[src/rtl/ram_fifo_ctrl_pkg.sv]
// Shared constants and helpers for the RAM-backed FIFO controller and its output buffer.
// The read-credit rule lives here so the controller and the buffer agree on the buffer size.
package ram_fifo_ctrl_pkg;

    localparam int OBUF_ENTRIES = 2;

    typedef logic [1:0] obuf_cnt_t;

    // A new RAM read may issue only if every word already owed to the buffer still leaves a free slot.
    function automatic logic read_credit_ok(input obuf_cnt_t obuf_cnt,
                                            input logic      inflight,
                                            input logic      m_fire);
        logic [2:0] pending;
        pending = {1'b0, obuf_cnt} + {2'b00, inflight} - {2'b00, m_fire};
        return (pending < 3'(OBUF_ENTRIES));
    endfunction

endpackage

[src/rtl/ram_fifo_obuf.sv]
// Two-entry ordered output buffer that absorbs the RAM read latency.
// The head entry is registered and drives the consumer data directly.
module ram_fifo_obuf
    import ram_fifo_ctrl_pkg::*;
#(
    parameter int DW = 32
) (
    input  logic          clk,
    input  logic          rst,
    input  logic          push_i,
    input  logic [DW-1:0] push_data_i,
    input  logic          pop_i,
    output obuf_cnt_t     cnt_o,
    output logic [DW-1:0] head_data_o
);

    obuf_cnt_t     cnt_q, cnt_d;
    logic [DW-1:0] head_q, head_d;
    logic [DW-1:0] tail_q, tail_d;

    always_ff @(posedge clk) begin
        if (rst) begin
            cnt_q  <= '0;
            head_q <= '0;
            tail_q <= '0;
        end else begin
            cnt_q  <= cnt_d;
            head_q <= head_d;
            tail_q <= tail_d;
        end
    end

    always_comb begin
        cnt_d  = cnt_q;
        head_d = head_q;
        tail_d = tail_q;
        unique case ({push_i, pop_i})
            2'b10: begin
                if (cnt_q == 2'd0) head_d = push_data_i;
                else               tail_d = push_data_i;
                cnt_d = cnt_q + 2'd1;
            end
            2'b01: begin
                head_d = tail_q;
                cnt_d  = cnt_q - 2'd1;
            end
            2'b11: begin
                // Count is unchanged; the incoming word lands behind whatever remains.
                if (cnt_q == 2'd2) begin
                    head_d = tail_q;
                    tail_d = push_data_i;
                end else begin
                    head_d = push_data_i;
                end
            end
            default: ;
        endcase
    end

    assign cnt_o       = cnt_q;
    assign head_data_o = head_q;

endmodule

[src/rtl/ram_fifo_ctrl.sv]
// FIFO controller driving an external dual-port RAM (1-cycle read, write-first on collision),
// with valid/ready on both sides and a 2-entry output buffer for 1 word/cycle throughput.
module ram_fifo_ctrl
    import ram_fifo_ctrl_pkg::*;
#(
    parameter int DW = 32,
    parameter int AW = 12
) (
    input  logic          clk,
    input  logic          rst,
    input  logic          s_valid,
    output logic          s_ready,
    input  logic [DW-1:0] s_data,
    output logic          m_valid,
    input  logic          m_ready,
    output logic [DW-1:0] m_data,
    output logic [AW+1:0] count,
    output logic          ram_wen,
    output logic [AW-1:0] ram_w_addr,
    output logic [DW-1:0] ram_w_data,
    output logic          ram_ren,
    output logic [AW-1:0] ram_r_addr,
    input  logic [DW-1:0] ram_r_data
);

    localparam int          DEPTH    = 2 ** AW;
    localparam logic [AW:0] RAM_FULL = (AW + 1)'(DEPTH);

    logic [AW-1:0] wptr_q, wptr_d;
    logic [AW-1:0] rptr_q, rptr_d;
    logic [AW:0]   ram_cnt_q, ram_cnt_d;
    logic          inflight_q, inflight_d;

    obuf_cnt_t     obuf_cnt;
    logic          s_fire;
    logic          m_fire;

    assign s_ready = (ram_cnt_q != RAM_FULL) & ~rst;
    assign s_fire  = s_valid & s_ready;
    assign m_valid = (obuf_cnt != 2'd0) & ~rst;
    assign m_fire  = m_valid & m_ready;

    // With the RAM empty, a same-cycle write can be read straight back via the RAM's collision forwarding.
    assign ram_ren    = ((ram_cnt_q != '0) | s_fire)
                      & read_credit_ok(obuf_cnt, inflight_q, m_fire) & ~rst;
    assign ram_r_addr = rptr_q;

    assign ram_wen    = s_fire;
    assign ram_w_addr = wptr_q;
    assign ram_w_data = s_data;

    always_ff @(posedge clk) begin
        if (rst) begin
            wptr_q     <= '0;
            rptr_q     <= '0;
            ram_cnt_q  <= '0;
            inflight_q <= 1'b0;
        end else begin
            wptr_q     <= wptr_d;
            rptr_q     <= rptr_d;
            ram_cnt_q  <= ram_cnt_d;
            inflight_q <= inflight_d;
        end
    end

    always_comb begin
        wptr_d     = s_fire  ? wptr_q + AW'(1) : wptr_q;
        rptr_d     = ram_ren ? rptr_q + AW'(1) : rptr_q;
        ram_cnt_d  = ram_cnt_q + (AW + 1)'(s_fire) - (AW + 1)'(ram_ren);
        inflight_d = ram_ren;
    end

    ram_fifo_obuf #(
        .DW (DW)
    ) u_obuf (
        .clk         (clk),
        .rst         (rst),
        .push_i      (inflight_q),
        .push_data_i (ram_r_data),
        .pop_i       (m_fire),
        .cnt_o       (obuf_cnt),
        .head_data_o (m_data)
    );

    always_comb begin
        if (rst) count = '0;
        else     count = (AW + 2)'(ram_cnt_q) + (AW + 2)'(inflight_q) + (AW + 2)'(obuf_cnt);
    end

endmodule

[config.mk]
export PLATFORM = sky130hd
export DESIGN_NAME = ram_fifo_ctrl
export DESIGN_NICKNAME = d
export VERILOG_FILES = /design/src/rtl/ram_fifo_ctrl_pkg.sv /design/src/rtl/ram_fifo_obuf.sv /design/src/rtl/ram_fifo_ctrl.sv
export SDC_FILE = /design/constraint.sdc
export NUM_CORES = 1
export LEC_CHECK = 0
export ABC_AREA = 1
export CORE_ASPECT_RATIO = 1.5
export CORE_MARGIN = 3
export CORE_UTILIZATION = 38
export DETAILED_ROUTE_END_ITERATION = 8
export PLACE_DENSITY = 0.66
export SYNTH_ARGS = -nofsm -noshare
export SYNTH_HDL_FRONTEND = slang
export SYNTH_SLANG_ARGS = --single-unit
[constraint.sdc]
create_clock -name clk -period 6.3 [get_ports clk]
set_input_delay 1.89 -clock clk [delete_from_list [all_inputs] [get_ports clk]]
set_output_delay 1.89 -clock clk [all_outputs]
set_load 0.005 [all_outputs]
== Word-level counts from Yosys, hierarchy flattened ==
Cells that the tools add are included.

* Flip-flop bits (word level): 104
* Output and inout bits: 106
* Logic and storage cells: 50

* $add $sub $neg: 10
* Order comparisons: 1
* Eq/ne operators: 8
* Mux-type cells: 8
* Bitwise logic cells: 8
* Reductions and logical operators: 8

{| class="wikitable"
|+ Operators with widths
! kind !! number
|-
| 32-bit 2-to-1 mux || 4
|-
| 32-bit one-hot mux with 3 select lines || 1
|-
| 32-bit one-hot mux with 2 select lines || 1
|-
| 12-bit by 1-bit adder with 12-bit output, second input constant || 2
|-
| 13-bit by 1-bit adder with 14-bit output || 1
|-
| 14-bit by 2-bit adder with 14-bit output || 1
|-
| 14-bit 2-to-1 mux || 1
|-
| 13-bit by 1-bit adder with 13-bit output || 1
|-
| 13-bit inequality test, second input constant || 1
|-
| 13-bit nonzero test || 1
|-
| 13-bit by 1-bit subtractor with 13-bit output || 1
|-
| 1-bit AND || 6
|-
| 2-bit equality test, second input constant || 3
|-
| 2-bit nonzero test || 3
|-
| 2-bit by 1-bit inequality test with 1-bit output, second input constant || 2
|-
| 2-bit one-hot mux with 2 select lines || 1
|-
| 2-bit by 1-bit adder with 3-bit output || 1
|-
| 3-bit by 2-bit < comparator with 1-bit output, second input constant || 1
|-
| 3-bit AND reduction || 1
|-
| 3-bit nonzero test || 1
|-
| 3-bit by 1-bit subtractor with 3-bit output || 1
|-
| 2-bit by 1-bit adder with 2-bit output, second input constant || 1
|-
| 2-bit by 1-bit equality test with 1-bit output, second input constant || 1
|-
| 2-bit logical NOT || 1
|-
| other kinds (5) || 5
|}

== Longest topological paths before layout ==
Gate-level depths: netlist (run 1).

* Depth after elaboration: 8
* Mapped depth: 25

== Hierarchy ==
A second synthesis (run 1) with hierarchy kept.

* Cell total of the unflattened synthesis: 978
* Area, all modules: 6543.8 µm²

{| class="wikitable"
|+ By module, submodules not included
! module !! times used !! cells each !! area an instance (µm²) !! sequential area each (µm²)
|-
| ram_fifo_ctrl || 1 || 496 || 3273.1 || 760.7
|-
| ram_fifo_obuf || 1 || 482 || 3270.6 || 1321.3
|}

== Worst setup path after synthesis (run 1) ==
No wires, ideal clock.

* Kind: input-to-output
* Start point: input rst
* End point: output ram_ren
* Arrival: 3.719 ns
* Data required time: 4.410 ns
* Path slack: 0.691 ns
* Stages on the path: 10
* Cell sequence: nor2_1 nand2_1 inv_1 ha_1 or2_2 fa_1 o21ai_1 a21oi_1 nand2_1 nor2_1

* Cells in the longest elaborated chain, start to end: 7
* Elaborated cells between the ends (all ways): 10
* Those cells by class: add/sub: 1; order compare: 1; bitwise: 8

{| class="wikitable"
|+ Ends and longest elaborated chain
! element !! RTL line !! RTL
|-
| from (decl) || ram_fifo_ctrl.sv:10 || <nowiki>input logic rst,</nowiki>
|-
| 1-bit NOT * || ram_fifo_ctrl.sv:38, ram_fifo_ctrl.sv:40, ram_fifo_ctrl.sv:45 ||
|-
| 1-bit AND || ram_fifo_ctrl.sv:40 || <nowiki>assign m_valid = (obuf_cnt != 2'd0) & ~rst;</nowiki>
|-
| 1-bit AND || ram_fifo_ctrl.sv:41 || <nowiki>assign m_fire = m_valid & m_ready;</nowiki>
|-
| 3-bit by 1-bit subtractor with 3-bit output || ram_fifo_ctrl_pkg.sv:14 || <nowiki>pending = {1'b0, obuf_cnt} + {2'b00, inflight} - {2'b00, m_fire};</nowiki>
|-
| 3-bit by 2-bit < comparator with 1-bit output || ram_fifo_ctrl_pkg.sv:15 || <nowiki>return (pending < 3'(OBUF_ENTRIES));</nowiki>
|-
| 1-bit AND || ram_fifo_ctrl.sv:45 || <nowiki>& read_credit_ok(obuf_cnt, inflight_q, m_fire) & ~rst;</nowiki>
|-
| 1-bit AND * || ram_fifo_ctrl.sv:45 ||
|-
| to (decl) || ram_fifo_ctrl.sv:21 || <nowiki>output logic ram_ren,</nowiki>
|}

Every way passes the cells marked *; elsewhere a longest branch is shown, timed or not.

== Worst setup path after layout (run 1) ==
* Start point: input m_ready
* End point: output ram_ren

* Cells in the longest elaborated chain, start to end: 5

{| class="wikitable"
|+ Ends and longest elaborated chain
! element !! RTL line !! RTL
|-
| from (decl) || ram_fifo_ctrl.sv:15 || <nowiki>input logic m_ready,</nowiki>
|-
| 1-bit AND || ram_fifo_ctrl.sv:41 ||
|-
| 3-bit by 1-bit subtractor with 3-bit output || ram_fifo_ctrl_pkg.sv:14 ||
|-
| 3-bit by 2-bit < comparator with 1-bit output || ram_fifo_ctrl_pkg.sv:15 ||
|-
| 1-bit AND (2 in a row) || ram_fifo_ctrl.sv:45 ||
|}

No other way between the ends.

==> impl_metrics.tcl, run 1 <==
set metrics [dict create \
    grt_pass1_vias 5029 \
    yosys_register_bits 104 \
    p_leak_nw 3.23 \
    cp.arrival_ps 4200 \
    ant_nets 0 \
    worst_pin_slew_ps 748 \
    setup_viol 0 \
    start_util_pct 38.8 \
    via_per_inst 4.76 \
    grt.overflow.total 0 \
    yosys_warnings 0 \
    rsz0062_at_grt "false" \
    die_h_um 161 \
    worst_r2r_path_depth 25 \
    port_buffers 109 \
    nets 1035 \
    cp-start-kind "primary input" \
    crit_start "m_ready" \
    slew_violations 0 \
    root_buffer "clkbuf_16" \
    fin_skew_ps 10.3 \
    vdd_drop_max_v 0.000202 \
    setup_tns_ps 0 \
    wl_per_cell_um 12.5 \
    path_clk_slew_ps 70 \
    cts_max_level 3 \
    period_needed_ps 6090 \
    period_share_pct 96.7 \
    hold_class "register to register" \
    syn-cell-area_um2 6090 \
    postRouteWirelength_um 14200 \
    postSynthCellCount 857 \
    status "finished clean" \
    cts_tree "built" \
    area_delta_synth_final_pct 21.4 \
    synth-async-reset-ratio_pct 0 \
    fin_util_pct 47.1 \
    grt_antenna_before_repair 0 \
    critPathRequiredTime_ps 4410 \
    placed_cells 1115 \
    seq_area_frac_synth_pct 34.2 \
    hpwl_um 10100 \
    r2r_end "ram_cnt_q[8]" \
    avgSynthCellArea_um2 7.10 \
    postCtsHoldBufs 0 \
    grt_pass1_wl_um 23600 \
    timing.rr.start "u_obuf.cnt_o[0]" \
    gp_congestion 0.871 \
    via_count 5409 \
    netlist_top_cells_area "dfxtp_1, inv_1, a21oi_1, ha_1, nand2_1" \
    route.detailed.drc 0 \
    hold_viol_final 0 \
    die_w_um 109 \
    relSlewSlack_pct 50.0 \
    end_kind "output pin" \
    worstSetupPathType "primary input to output pin" \
    grt_usage_pct 16.4 \
    syn-num-nets 964 \
    powerDensity_nw_per_um2 439 \
    slowest_stage "fa_1" \
    synth.largest_area_cell "dfxtp_1" \
    cp_max_fo 2 \
    synth_common_cells "inv_1, nand2_1, dfxtp_1" \
    synth_edf_count 0 \
    synth_most_common_cell "inv_1" \
    max_stage_delay_ps 480 \
    row_count 56 \
    final_layout_size_suffix_gt1_share_pct 6.75 \
    crit_top_cell "nand2_1" \
    fmax_mhz 164 \
    synth_ff_type "dfxtp_1" \
    clock-sinks 104 \
    clock_latency_ps 340 \
    final_cells 1136 \
    diodes 0 \
    clock_path_buffers 2 \
    drv_cap 0 \
    yosysUniqueCellTypes 36 \
    cts_made_buffers 9 \
    die_area_um2 17600 \
    dr.pass1.iters 4 \
    crit_chain "clkdlybuf4s50_1, nand2_1, inv_1, ha_1, or2_2, fa_1, o21ai_1, a21oi_1, nand2_1, nor2_2, dlygate4sd2_1" \
    grt_max_degree 65 \
    r2r_slack_ps 2090 \
    io_pins 174 \
    core_um2 15700 \
    crit_end "ram_ren" \
    yosysTopAreaCellShare_pct 34.2 \
    drt_iter0_markers 228 \
]
-- cells by family after synthesis --
group,synth area share [%]
xor gates and xnor gates,1.44
DFF,34.2
adders and majority gates,8.51
AOI/OAI and AO/OA,21.5
buffers and inverters,18.9
and+or+nand+nor,15.5
-- sequential cells by signal, indices dropped and copies added (netlist names) --
| signal | count |
|---|---|
| u_obuf.cnt_o | 2 |
| u_obuf.head_data_o | 32 |
| inflight_q | 1 |
| u_obuf.tail_q | 32 |
| ram_r_addr | 12 |
| ram_w_addr | 12 |
| ram_cnt_q | 13 |
-- how the worst min path moves through the flow --
stage | from | endpoint | cells after the start
after floorplan | u_obuf.tail_q[30] | u_obuf.tail_q[30] | 2
after global placement | u_obuf.tail_q[28] | u_obuf.tail_q[28] | 2
after detailed placement | u_obuf.tail_q[2] | u_obuf.tail_q[2] | 2
after CTS | u_obuf.tail_q[2] | u_obuf.tail_q[2] | 2
after global routing | u_obuf.tail_q[26] | u_obuf.tail_q[26] | 2
final | u_obuf.tail_q[2] | u_obuf.tail_q[2] | 2
-- cell usage in the layout, fill, tap and decap left out, types with 4 or more instances in the layout --
cell	n
inv_1	175
nand2_1	108
clkdlybuf4s50_1	107
dfxtp_1	104
a21oi_1	97
nor2_1	58
o21ai_0	52
ha_1	35
o21ai_1	33
nand3_1	30
o22ai_1	27
buf_4	20
nand4_1	10
clkbuf_16	9
nor3_1	8
xor2_1	7
a21oi_2	7
o21ai_2	6
o22ai_2	5
fa_1	4
-- metrics by stage --
step	instance area [um2]	worst slack (ps)	power, mW	hold slack [ps]
after floorplan	6090	691	2.12	428
after global placement	7060	-221	2.63	435
after detailed placement	7060	-268	2.66	443
after CTS	7390	205	3.29	456
after global routing	7390	8.75	3.57	476
final	7390	209	3.25	452
-- per-layer routing --
metal | up-vias | part of all wire, % | global-route usage (%)
li1 | 2849 | - | -
met1 | 2436 | 43 | 18.9
met2 | 106 | 50 | 29.3
met3 | 18 | 4.5 | 2.84
met4 | 0 | 2.3 | 6.81
met5 | - | 0 | 0
-- report_power, final --
group / internal [mW] / switching (mW)
Clock: 0.287 / 0.263
Combinational: 0.716 / 0.932
Sequential: 0.904 / 0.145
Total: 1.91 / 1.34
-- worst max-delay path, delay by kind of cell --
family	cells	cell delay, ps
buffers and inverters	3	790
adders and majority gates	2	700
and+or+nand+nor	4	610
AOI/OAI and AO/OA	2	220
-- final cells by class --
type	count	area, um2
flip-flops and latches	104	2080
clock inverters	5	48.8
inverters	177	664
multi-input cells	507	2860
fillers	1618	8300
clock buffers	11	243
repair buffers	129	1240
well taps	203	254
-- what timing repair did --
item / CTS / global route
endpoints found under the setup margin: 1 / 0
setup buffers: 5 / 0
gates resized for setup: 4 / 0
Note: power is estimated with default switching activity, not from simulation.
==> run 2: changes to the inputs <==
--- a/config.mk
+++ b/config.mk
@@ -7,9 +7,10 @@
 export LEC_CHECK = 0
 export ABC_AREA = 1
 export CORE_ASPECT_RATIO = 1.5
-export CORE_MARGIN = 3
+export CORE_MARGIN = 2
 export CORE_UTILIZATION = 38
 export DETAILED_ROUTE_END_ITERATION = 8
+export GPL_TIMING_DRIVEN = 0
 export PLACE_DENSITY = 0.66
 export SYNTH_ARGS = -nofsm -noshare
 export SYNTH_HDL_FRONTEND = slang
==> run 2 against run 1 <==
  * Core utilization up 4.5 points
  * Via count up 6.9%
  * Die area decreased by 3.0%
  * Combinational power increased by 6%
  * Worst hold slack better by 3.9 ps
  * Highest routed layer unchanged
==> impl_metrics.tcl, run 2 (synthesis gave the netlist of run 1 again) <==
set metrics [dict create \
    vdd_drop_max_v 0.000238 \
    setup_viol 0 \
    drt_iter0_markers 185 \
    regArea_um2 2080 \
    fin_area_um2 8110 \
    postRouteWirelength_um 16000 \
    grt_max_degree 23 \
    cts_max_level 3 \
    nets 1119 \
    final_common_cell "inv_1" \
    r2r_slack_ps 2090 \
    route.detailed.drc 0 \
    die_h_um 159 \
    clock-sinks 104 \
    port_buffers 141 \
    worst_r2r_path_depth 24 \
    dr.pass1.iters 5 \
    wl_per_cell_um 13.1 \
    core_um2 15700 \
    grt_usage_pct 19.0 \
    clock_path_buffers 2 \
    final_cell_mix "inv_1, clkdlybuf4s50_1, nand2_1, dfxtp_1, a21oi_1" \
    cts_made_buffers 9 \
    cp-start-kind "primary input" \
    status "finished clean" \
    p_leak_nw 3.58 \
    grt.overflow.total 0 \
    final_layout_size_suffix_gt1_share_pct 10.5 \
    clock_latency_ps 360 \
    worst_pin_slew_ps 679 \
    start_util_pct 38.8 \
    grt_antenna_before_repair 0 \
    timing.rr.start "u_obuf.cnt_o[1]" \
    hold_class "register to register" \
    hp-start "u_obuf.tail_q[28]" \
    end_kind "output pin" \
    r2r_end "ram_cnt_q[6]" \
    gp_congestion 0.834 \
    die_w_um 107 \
    path_clk_slew_ps 80 \
    worstSetupPathType "primary input to output pin" \
    worst_slack_ps 112 \
    via_per_inst 4.74 \
    root_buffer "clkbuf_16" \
    area_delta_synth_final_pct 33.1 \
    p_total_mw 3.38 \
    relSlewSlack_pct 54.7 \
    multi_input_area_um2 2870 \
    cts_tree "built" \
    row_count 56 \
    ant_nets 0 \
    diodes 0 \
    place_area_um2 7750 \
    drv_cap 0 \
    period_share_pct 98.2 \
    period_needed_ps 6190 \
    crit_start "rst" \
    post-place-ws_ps -701 \
    whs_path_depth 2 \
    nFillCells 1586 \
    cp_max_fo 5 \
    fmax_mhz 162 \
    grt_pass1_vias 5525 \
    hold_viol_final 0 \
    via_count 5784 \
    fin_skew_ps 10.6 \
    hpwl_um 12200 \
    critPathRequiredTime_ps 4410 \
    fin_util_pct 51.7 \
    postCtsHoldBufs 0 \
    hold_path_end "u_obuf.tail_q[28]" \
    die_area_um2 17100 \
    powerDensity_nw_per_um2 417 \
    slew_violations 0 \
    grt_pass1_wl_um 26400 \
    cp.arrival_ps 4300 \
    io_pins 174 \
]
[run 2: cell count changes in the layout (fill, tap and decap cells not counted), moves of 2 or more]
cell | previous run | this run
buf_4 | 20 | 39
buf_6 | 0 | 10
clkdlybuf4s50_1 | 107 | 139
clkbuf_1 | 1 | 9
buf_2 | 0 | 12
clkinv_4 | 3 | 1
clkinv_8 | 0 | 3
buf_1 | 0 | 2
inv_8 | 2 | 0
inv_6 | 0 | 2
[run 2: report_power, final]
group | switching (mW) | internal (mW)
Combinational | 0.983 | 0.763
Sequential | 0.143 | 0.904
Clock | 0.300 | 0.288
[run 2: worst max-delay path by stage]
stage,endpoint,slack (ps),cells past startpoint
4_1_cts,ram_ren,40,11
2_1_floorplan,ram_ren,690,10
6_report,ram_ren,110,12
3_5_place_dp,ram_ren,-700,12
5_1_grt,ram_ren,-20,12
3_3_place_gp,ram_ren,-670,12
[run 2: layer usage]
metal	track usage [%]	wire length, um	up-vias
met5	0	0	-
li1	-	-	3026
met1	21.3	6640	2580
met4	7.58	354	0
met2	35.5	8220	156
met3	2.29	754	22
[run 2: metrics by stage]
| step | hold WS [ps] | setup TNS, ps | cells |
|---|---|---|---|
| finish | 455 | 0 | 1220 |
| global route | 477 | -18.3 | 1220 |
| CTS | 458 | 0 | 1218 |
| detailed placement | 446 | -919 | 1201 |
| global placement | 439 | -815 | 1201 |
| floorplan | 428 | 0 | 857 |
[run 2: critical path, cell delays in order]
cell and delay (ps):
dlygate4sd2_1 310, nor2_2 170, nand2_1 100, inv_2 80
ha_1 220, or2_2 300, fa_1 480, o21ai_1 70
a21oi_2 180, nand2_2 100, nor2_4 110, dlygate4sd2_1 280
[run 2: cell type report]
type,instances,area share [%]
inverter,177,8.20
timing repair buffer,144,17.7
multi-input combinational,507,35.5
sequential,104,25.7
buffer,69,5.97
clock inverter,7,1.13
tap,203,3.13
clock buffer,9,2.78
[run 2: what timing repair did]
action | in CTS | in global routing
setup buffers | 1 | 2
pin swaps | 1 | 1
endpoints found under the hold margin | 0 | 0
setup endpoints to repair | 1 | 1
gates resized for setup | 6 | 2
==> run 3: changes to the inputs <==
--- a/config.mk
+++ b/config.mk
@@ -5,13 +5,13 @@
 export SDC_FILE = /design/constraint.sdc
 export NUM_CORES = 1
 export LEC_CHECK = 0
-export ABC_AREA = 1
 export CORE_ASPECT_RATIO = 1.5
 export CORE_MARGIN = 2
 export CORE_UTILIZATION = 38
 export DETAILED_ROUTE_END_ITERATION = 8
+export GPL_ROUTABILITY_DRIVEN = 1
 export GPL_TIMING_DRIVEN = 0
-export PLACE_DENSITY = 0.66
+export PLACE_DENSITY = 0.68
 export SYNTH_ARGS = -nofsm -noshare
 export SYNTH_HDL_FRONTEND = slang
 export SYNTH_SLANG_ARGS = --single-unit
==> run 3 against run 2 <==
  * Sequential power is essentially flat
  * Setup slack improved by 340 ps
  * Die area down 9.5%
  * Clock skew increased by 3.2 ps
  * Core utilization grew 1.4 points
  * Total power fell by 6.0%
  * Critical path type unchanged
  * Largest cell class unchanged
==> impl_metrics.tcl, run 3 <==
set metrics [dict create \
    status "finished clean" \
    ant_nets 0 \
    route.detailed.drc 0 \
    nets 906 \
    max_stage_delay_ps 410 \
    seq_area_frac_synth_pct 37.9 \
    row_count 53 \
    yosys_register_bits 104 \
    p_leak_nw 2.83 \
    crit_end "ram_ren" \
    rsz0062_at_grt "false" \
    cp_top_family "adder cells" \
    worst_slack_ps 452 \
    fin_skew_ps 13.8 \
    r2r_end "ram_cnt_q[10]" \
    hold_viol_final 0 \
    clock_latency_ps 350 \
    pwr-share-clk_pct 17.6 \
    multi_input_area_um2 2940 \
    port_buffers 140 \
    yosysUniqueCellTypes 53 \
    grt_antenna_before_repair 0 \
    grt_max_degree 21 \
    end_kind "output pin" \
    synth_most_common_cell "dfxtp_1" \
    synth_common_cells "dfxtp_1, nor2_1, nand2_1" \
    cts_max_level 3 \
    clock-sinks 104 \
    synth-async-reset-ratio_pct 0 \
    hp-start "u_obuf.tail_q[17]" \
    root_buffer "clkbuf_16" \
    setup_viol 0 \
    via_per_inst 5.09 \
    io_pins 174 \
    synth_ff_type "dfxtp_1" \
    crit_chain "clkdlybuf4s50_1, and2_2, ha_1, nand2b_1, fa_1, xnor2_2, nand2_2, nor3_4, dlymetal6s2s_1" \
    wl_per_cell_um 14.9 \
    syn-cell-area_um2 5490 \
    relSlewSlack_pct 56.7 \
    cp.arrival_ps 3960 \
    synth.largest_area_cell "dfxtp_1" \
    timing.rr.start "u_obuf.cnt_o[0]" \
    slew_violations 0 \
    dr.pass1.iters 4 \
    cp-start-kind "primary input" \
    period_share_pct 92.8 \
    whs_path_depth 2 \
    path_clk_slew_ps 80 \
    whs_ps 457 \
    cp_max_fo 4 \
    area_delta_synth_final_pct 35.8 \
    nFillCells 1343 \
    die_w_um 102 \
    worst_r2r_path_depth 20 \
    grt_pass1_vias 4998 \
    period_needed_ps 5850 \
    powerDensity_nw_per_um2 425 \
    start_util_pct 39.1 \
    grt_pass1_wl_um 23600 \
    critPathBufInv 2 \
    p_sw_mw 1.25 \
    diodes 0 \
    power_frac_seq_pct 32.0 \
    critPathRequiredTime_ps 4410 \
    vdd_drop_max_v 0.000172 \
    postRouteWirelength_um 14800 \
    p_total_mw 3.18 \
    hold_class "register to register" \
    worstSetupPathType "primary input to output pin" \
    gp_congestion 0.813 \
    worst_pin_slew_ps 634 \
    clock_path_buffers 2 \
    setup_tns_ps 0 \
    die_h_um 151 \
    core_um2 14100 \
    cts_made_buffers 9 \
    post-place-ws_ps -317 \
    die_area_um2 15500 \
    fmax_mhz 171 \
    final_common_cell "clkdlybuf4s50_1" \
    drv_cap 0 \
    r2r_slack_ps 1470 \
    yosysTopAreaCellShare_pct 37.9 \
    final_cell_mix "clkdlybuf4s50_1, dfxtp_1, nor2_1, nand2_1, a21oi_1" \
    switching_share_pct 39.4 \
    grt_usage_pct 19.3 \
    netlist_top_cells_area "dfxtp_1, ha_1, nor2_1, nand2_1, xnor2_1" \
    slowest_stage "fa_1" \
    cp.depth 9 \
    hpwl_um 11700 \
    postCtsHoldBufs 0 \
    grt.overflow.total 0 \
    crit_start "m_ready" \
    avgSynthCellArea_um2 8.49 \
    via_count 5067 \
    postSynthCellCount 647 \
    p_int_mw 1.92 \
    p_comb_share_pct 50.4 \
    syn-num-nets 754 \
    yosys_warnings 0 \
    final_layout_size_suffix_gt1_share_pct 10.1 \
    regArea_um2 2080 \
    drt_iter0_markers 227 \
    synth_edf_count 0 \
    cts_tree "built" \
]
-- run 3: changes by cell type in the layout (fill, tap and decap cells not counted), moves of 26 or more --
cell / before / now
a211oi_1: 1 / 32
a21oi_1: 96 / 47
a22oi_1: 0 / 32
inv_1: 175 / 25
nand2_1: 107 / 81
nor2_1: 58 / 84
o21ai_0: 52 / 8
o21ai_1: 33 / 0
o22ai_1: 27 / 0
xnor2_1: 3 / 30
-- run 3: power groups by stage --
stage	clock [mW]	sequential (mW)	combinational, mW
2_1_floorplan	0	1.00	0.980
6_report	0.559	1.02	1.60
3_3_place_gp	0	1.02	1.54
4_1_cts	0.570	1.02	1.61
5_1_grt	0.597	1.04	1.79
3_5_place_dp	0	1.03	1.57
-- run 3: worst min-delay path: cells and delay by family (launching register included) --
kind	cells	cell delay, ps
flops	1	310
simple gates	1	50
compound gates	1	50
-- run 3: what timing repair did --
action	in CTS	in global routing
endpoints found under the setup margin	1	1
resized for setup	3	2
pin swaps	1	0
setup buffers	1	0
-- run 3: worst min-delay path by stage --
stage and end:
2_1_floorplan u_obuf.tail_q[0], 3_3_place_gp u_obuf.tail_q[6], 3_5_place_dp u_obuf.tail_q[4], 4_1_cts u_obuf.tail_q[4], 5_1_grt u_obuf.tail_q[31], 6_report u_obuf.tail_q[17]
-- run 3: metrics by stage --
| step | std cells | utilization (%) | area [um2] |
|---|---|---|---|
| 2_1_floorplan | 647 | - | 5490 |
| 3_3_place_gp | 979 | 50.8 | 7140 |
| 3_5_place_dp | 979 | 50.8 | 7140 |
| 4_1_cts | 996 | 53.1 | 7460 |
| 5_1_grt | 996 | 53.1 | 7460 |
| 6_report | 996 | 53.1 | 7460 |
-- run 3: layout make-up --
| cell class | instances | area share (%) |
|---|---|---|
| Buffer | 67 | 5.40 |
| Clock buffer | 9 | 3.02 |
| Clock inverter | 7 | 0.972 |
| Inverter | 25 | 1.26 |
| Multi-Input combinational cell | 451 | 39.3 |
| Sequential cell | 104 | 27.9 |
| Tap cell | 192 | 3.22 |
| Timing Repair Buffer | 141 | 18.9 |
-- run 3: cell families after synthesis --
family	synth area share, %
XOR/XNOR	6.06
flip-flops	37.9
multiplexers	0.979
adder cells (fa/ha/maj)	9.43
AND/OR/NAND/NOR	20.0
buffers and inverters	9.04
AO/OA/AOI/OAI	16.6
-- run 3: per-layer routing --
metal	global-route usage, %	share of wire (%)
met2	36.1	54
met1	21.1	38
met5	0	0
met3	3.78	5.8
met4	7.07	1.9
